File: src/rtl/kbd_pkg.sv
// Shared scancode constants, key map and FSM encoding
// for the PS/2 set-2 to CHIP-8 keypad translator.
package kbd_pkg;

    localparam logic [7:0] SC_BREAK = 8'hF0;
    localparam logic [7:0] SC_EXT   = 8'hE0;

    typedef enum logic [1:0] {
        ST_IDLE,
        ST_BRK,
        ST_EXT,
        ST_EXT_BRK
    } kbd_state_t;

    typedef struct packed {
        logic       valid;
        logic [3:0] key;
    } key_map_t;

    // Set-2 make code to CHIP-8 hex keypad index
    function automatic key_map_t map_scancode(input logic [7:0] sc);
        key_map_t m;
        m.valid = 1'b1;
        m.key   = 4'h0;
        case (sc)
            8'h16:   m.key = 4'h1;
            8'h1E:   m.key = 4'h2;
            8'h26:   m.key = 4'h3;
            8'h25:   m.key = 4'hC;
            8'h15:   m.key = 4'h4;
            8'h1D:   m.key = 4'h5;
            8'h24:   m.key = 4'h6;
            8'h2D:   m.key = 4'hD;
            8'h1C:   m.key = 4'h7;
            8'h1B:   m.key = 4'h8;
            8'h23:   m.key = 4'h9;
            8'h2B:   m.key = 4'hE;
            8'h1A:   m.key = 4'hA;
            8'h22:   m.key = 4'h0;
            8'h21:   m.key = 4'hB;
            8'h2A:   m.key = 4'hF;
            default: m.valid = 1'b0;
        endcase
        return m;
    endfunction

endpackage

File: src/rtl/sync_rise.sv
// Multi-flop synchroniser with rising-edge detect for
// slow asynchronous strobes.
module sync_rise #(
    parameter int STAGES = 2
) (
    input  logic clk,
    input  logic rst_n,
    input  logic i_async,
    output logic o_rise
);

    logic [STAGES-1:0] r_sync;
    logic              r_prev;
    logic [STAGES:0]   r_fill;

    // r_fill masks edges until r_prev holds a real post-reset
    // sample, so a strobe already high at release is ignored.
    always_ff @(posedge clk or negedge rst_n) begin
        if (!rst_n) begin
            r_sync <= '0;
            r_prev <= 1'b0;
            r_fill <= '0;
        end else begin
            r_sync <= {r_sync[STAGES-2:0], i_async};
            r_prev <= r_sync[STAGES-1];
            r_fill <= {r_fill[STAGES-1:0], 1'b1};
        end
    end

    assign o_rise = r_sync[STAGES-1] & ~r_prev & r_fill[STAGES];

endmodule

File: src/rtl/kbd_matrix.sv
// PS/2 set-2 scancode stream to CHIP-8 16-key matrix,
// with press events and a registered any-key flag.
module kbd_matrix
    import kbd_pkg::*;
#(
    parameter int SYNC_STAGES = 2
) (
    input  logic        clk,
    input  logic        rst_n,
    input  logic        ps2_ready,
    input  logic [7:0]  ps2_data,
    input  logic        clear,
    output logic [15:0] key_matrix,
    output logic        key_event,
    output logic [3:0]  key_code,
    output logic        any_key
);

    logic        w_accept;
    key_map_t    w_map;
    logic        w_held;

    kbd_state_t  r_state;
    logic [15:0] r_matrix;
    logic        r_event;
    logic [3:0]  r_code;
    logic        r_any;

    sync_rise #(
        .STAGES (SYNC_STAGES)
    ) u_sync (
        .clk     (clk),
        .rst_n   (rst_n),
        .i_async (ps2_ready),
        .o_rise  (w_accept)
    );

    assign w_map  = map_scancode(ps2_data);
    assign w_held = r_matrix[w_map.key];

    always_ff @(posedge clk or negedge rst_n) begin
        if (!rst_n) begin
            r_state  <= ST_IDLE;
            r_matrix <= '0;
            r_event  <= 1'b0;
            r_code   <= 4'h0;
            r_any    <= 1'b0;
        end else begin
            r_event <= 1'b0;
            r_any   <= |r_matrix;
            if (w_accept) begin
                unique case (r_state)
                    ST_IDLE: begin
                        if (ps2_data == SC_BREAK) begin
                            r_state <= ST_BRK;
                        end else if (ps2_data == SC_EXT) begin
                            r_state <= ST_EXT;
                        end else if (w_map.valid && !w_held
                                     && !clear) begin
                            r_matrix[w_map.key] <= 1'b1;
                            r_event             <= 1'b1;
                            r_code              <= w_map.key;
                        end
                    end
                    ST_BRK: begin
                        if (w_map.valid) begin
                            r_matrix[w_map.key] <= 1'b0;
                        end
                        r_state <= ST_IDLE;
                    end
                    ST_EXT: begin
                        if (ps2_data == SC_BREAK) begin
                            r_state <= ST_EXT_BRK;
                        end else begin
                            r_state <= ST_IDLE;
                        end
                    end
                    ST_EXT_BRK: begin
                        r_state <= ST_IDLE;
                    end
                endcase
            end
            // Placed last so a same-cycle make cannot survive clear
            if (clear) begin
                r_matrix <= '0;
            end
        end
    end

    assign key_matrix = r_matrix;
    assign key_event  = r_event;
    assign key_code   = r_code;
    assign any_key    = r_any;

endmodule

File: config.mk
export PLATFORM = sky130hd
export DESIGN_NAME = kbd_matrix
export DESIGN_NICKNAME = d
export VERILOG_FILES = /design/src/rtl/kbd_pkg.sv /design/src/rtl/sync_rise.sv /design/src/rtl/kbd_matrix.sv
export SDC_FILE = /design/constraint.sdc
export NUM_CORES = 1
export LEC_CHECK = 0
export BUFFER_PORTS_ARGS = -buffer_cell sky130_fd_sc_hd__buf_2
export CAP_MARGIN = 10
export CORE_ASPECT_RATIO = 1.25
export CORE_MARGIN = 1.5
export CORE_UTILIZATION = 55
export CTS_CLUSTER_SIZE = 14
export DETAILED_ROUTE_END_ITERATION = 8
export GPL_ROUTABILITY_DRIVEN = 0
export HOLD_SLACK_MARGIN = 0.1
export PLACE_DENSITY_LB_ADDON = 0.15
export SETUP_SLACK_MARGIN = 0.3
export SLEW_MARGIN = 20
export SYNTH_ARGS = -nofsm -noshare
export SYNTH_HDL_FRONTEND = slang
export SYNTH_HIERARCHICAL = 1
export SYNTH_SLANG_ARGS = --single-unit
export TNS_END_PERCENT = 5
File: constraint.sdc
create_clock -name clk -period 3.6 [get_ports clk]
set_input_delay 0.72 -clock clk [delete_from_list [all_inputs] [get_ports clk]]
set_output_delay 0.72 -clock clk [all_outputs]
set_load 0.01 [all_outputs]
==> summary.md <==
| Metric | Value |
|---|---|
| Buffer depth of the longest clock path | 2 |
| Growth of design area from synthesis to finish | 17.33% |
| Clk_skew | 0.004376 ns |
| Worst hold path type | reg -> reg |
| Crit. Startpoint | ps2_data[7] |
| RSZ-0062 raised after global routing | yes |
| Setup-failing EPs final | 0 |
| Die Height | 72.57 um |
| Final-report hold violation count | 0 |
| Die X | 58.66 um |
| Max_cap viols | 0 |
| Placed Area | 2369 um2 |
| Kind of critical path | in -> reg |
| Reg power frac | 42.5% |
| Max Fclk | 311.0 MHz |
| IO Pins | 34 |
| Final WL | 5.835 mm |
| Reg clk slew, reported paths | 0.07 ns |
| First-pass GRT wire length | 9.597 mm |
| Period utilization | 89.32% |
| Synth Instances | 235 |
| Starting DRT DRC Count | 211 |
| Sequential Area | 750.7 um2 |
| Register area share after synthesis | 35.25% |
| Peak VDD IR | 337.2 uV |
| Die area | 4257 um2 |
| Core Region | 3754 um2 |
| All-Layer GR Usage | 29.89% |
| Type of destination of the critical path | flip-flop |
| Via/cell ratio | 6.613 |
| Share of cells above drive strength 1 | 27.27% |
| Leakage | 0.001170 uW |
| Initial antenna violation count | 0 |
| Nets | 286 |
| HP Start | u_sync/r_fill[1]$_DFF_PN0_ |
| Worst EP required | 3.77 ns |
| Via Count | 2083 |
| Clk network pwr share | 39.5% |
| Row cnt | 25 |
| Pre-CTS setup slack | 0.08883 ns |
| Post-synth EDFFs | 0 |
| Synth warnings | 6 |
| # port buffers | 33 |
| Reg2reg path depth | 6 |
| Crit-path max FO | 16 |
| CP startpoint kind | input port |
| CTS tree | yes |
| Netlist cell types | 61 |
| Power per cell area | 344.8 nW/um2 |
| Setup TNS | 0 ns |
| Top-area cell type share of the netlist area | 35.25% |
| Layout fillers | 317 |
| DR DRC count | 0 |
| Initial core utilization | 56.73% |
| Multi-input logic area | 1254 um2 |
| DRT Pass-1 Iters | 5 |
| GR Overflow Total | 0 |
| # diodes | 0 |
| Status | complete, no violations |
| Pint | 620.7 uW |
| Biggest area consumer among synthesized cells | dfrtp_1 |
| Worst-Skew Late Latency | 0.29 ns |
| Clk root buf | clkbuf_8 |
| Reg2Reg Launch Point | key_matrix[4]$_DFFE_PN0P_ |
| Relative slew slack | 57.24% |
| Synth Register Bits | 30 |
| Hold path depth | 0 |
| Avg Cell Area, Syn | 9.062 um2 |
| TritonCTS Buffers | 5 |
| Arr. time, crit path | 3.39 ns |
| Net Sw Power | 240.9 uW |
| Detailed placement HPWL | 4.295 mm |
| Synthesized cell area | 2130 um2 |
| Combinational power share | 18.0% |
| Top post-synthesis cells by area | dfrtp_1 (35%), a211o_1 (4.1%), nor4_1 (3.8%) |
| Hold-fix buffers at CTS | 0 |
| Largest net degree at the start of global routing | 31 |
| Primary FF master, synth | dfrtp_1 |
| Tot Pwr | 861.6 uW |
| Setup ws final | 0.3845 ns |
| Actual slew at the worst max-slew pin | 0.6413 ns |
| Final Slew Violations | 0 |
| Minimum clock period | 3.216 ns |
| Final Cell Area | 2499 um2 |
| Sink Count | 30 |
| Vias in the first global route | 1949 |
| Final core occ | 66.57% |
| Asr flop ratio synth | 100.0% |
| Syn_nets | 247 |
| H-tree depth | 2 |
| WL/cell | 18.52 um |
| Antenna viol nets, final | 0 |
| Switch share | 27.96% |
==> layer usage <==
| metal | track usage (%) | share of wire [%] | vias up |
|---|---|---|---|
| li1 | - | - | 982 |
| met1 | 40.71 | 43 | 973 |
| met2 | 44.32 | 46 | 110 |
| met3 | 6.560 | 7.3 | 18 |
| met4 | 15.91 | 4.0 | 0 |
| met5 | 0 | 0 | - |
==> worst max-delay path, stage by stage <==
cell and delay [ns]:
buf_2 0.13, or4b_4 0.60, o32ai_2 0.20, a22o_2 0.27, mux2i_1 0.23, mux2i_1 0.12, a211o_1 0.31, a211o_4 0.43
a311o_1 0.37
==> logic make-up (layout without fill, tap and decap cells) <==
| kind of cell | Yosys count | count (layout) | synth area share, % |
|---|---|---|---|
| buffers and inverters | 28 | 68 | 6.756 |
| flip-flops | 30 | 30 | 35.25 |
| XOR/XNOR | 1 | 1 | 0.4114 |
| adder cells (fa/ha/maj) | 1 | 1 | 0.4701 |
| AND/OR/NAND/NOR | 101 | 101 | 28.03 |
| multiplexers | 8 | 8 | 3.995 |
| other | 1 | 1 | 0.1761 |
| AO/OA/AOI/OAI | 65 | 65 | 24.91 |
==> area by class of cell <==
cell class	count	area share [%]
well taps	40	2.003
clock buffers	5	2.754
inverters	10	1.502
repair buffers	50	11.72
multi-input cells	177	50.18
flip-flops and latches	30	30.05
clock inverters	3	1.803
==> Yosys cell counts (5+ instances only) <==
master    number
a211o_1       10
nor3b_1        6
nor3_1        10
clkbuf_1       8
inv_1          9
nor2b_1       10
and2_1         5
o211ai_1       5
o21ai_0        5
nand2_1        5
nand2b_1       6
nor4_1        13
nor2_1        15
dfrtp_1       30
nand3_1        9
==> power by group through the flow <==
stage               registers, uW  clock network (uW)  logic (uW)
floorplan                     379                   0        85.7
global placement              372                   0         150
detailed placement            372                   0         152
CTS                           366                 346         153
global route                  369                 359         169
finish                        366                 340         155
==> state kept, by name, indices dropped and copies added (netlist names) <==
register / flops
u_sync/r_prev: 1
key_event: 1
key_code: 4
u_sync/r_sync: 2
key_matrix: 16
any_key: 1
r_state: 2
u_sync/r_fill: 3
==> layout by cell type, fill, tap and decap left out, drive strengths merged, types with 6 or more instances in the layout <==
master,count
nor4,13
inv,9
nor3b,6
nand2b,6
nor2,16
nor2b,10
o21ai,6
buf,50
nor3,11
nand3,9
a211o,11
dfrtp,30
==> metrics by stage <==
step | hold slack (ns) | std cells
2_1_floorplan | 0.3312 | 235
3_3_place_gp | 0.3340 | 305
3_5_place_dp | 0.3364 | 305
4_1_cts | 0.3527 | 313
5_1_grt | 0.3583 | 315
6_report | 0.3486 | 315
==> repair_timing <==
item,in CTS,in global routing
buffers inserted,0,2
setup endpoints to repair,0,16
resized for setup,0,1
==> final timing paths <==
path	endpoint	slack, ns
setup / recovery	key_matrix[11]$_DFFE_PN0P_	0.38
hold / removal	u_sync/r_fill[2]$_DFF_PN0_	0.35
setup reg to reg	key_matrix[11]$_DFFE_PN0P_	1.39
hold reg to reg	u_sync/r_fill[2]$_DFF_PN0_	0.35
max in group asynchronous	u_sync/r_fill[2]$_DFF_PN0_	2.73
min in group asynchronous	key_matrix[2]$_DFFE_PN0P_	0.45
Note: power is estimated with default switching activity, not from simulation.
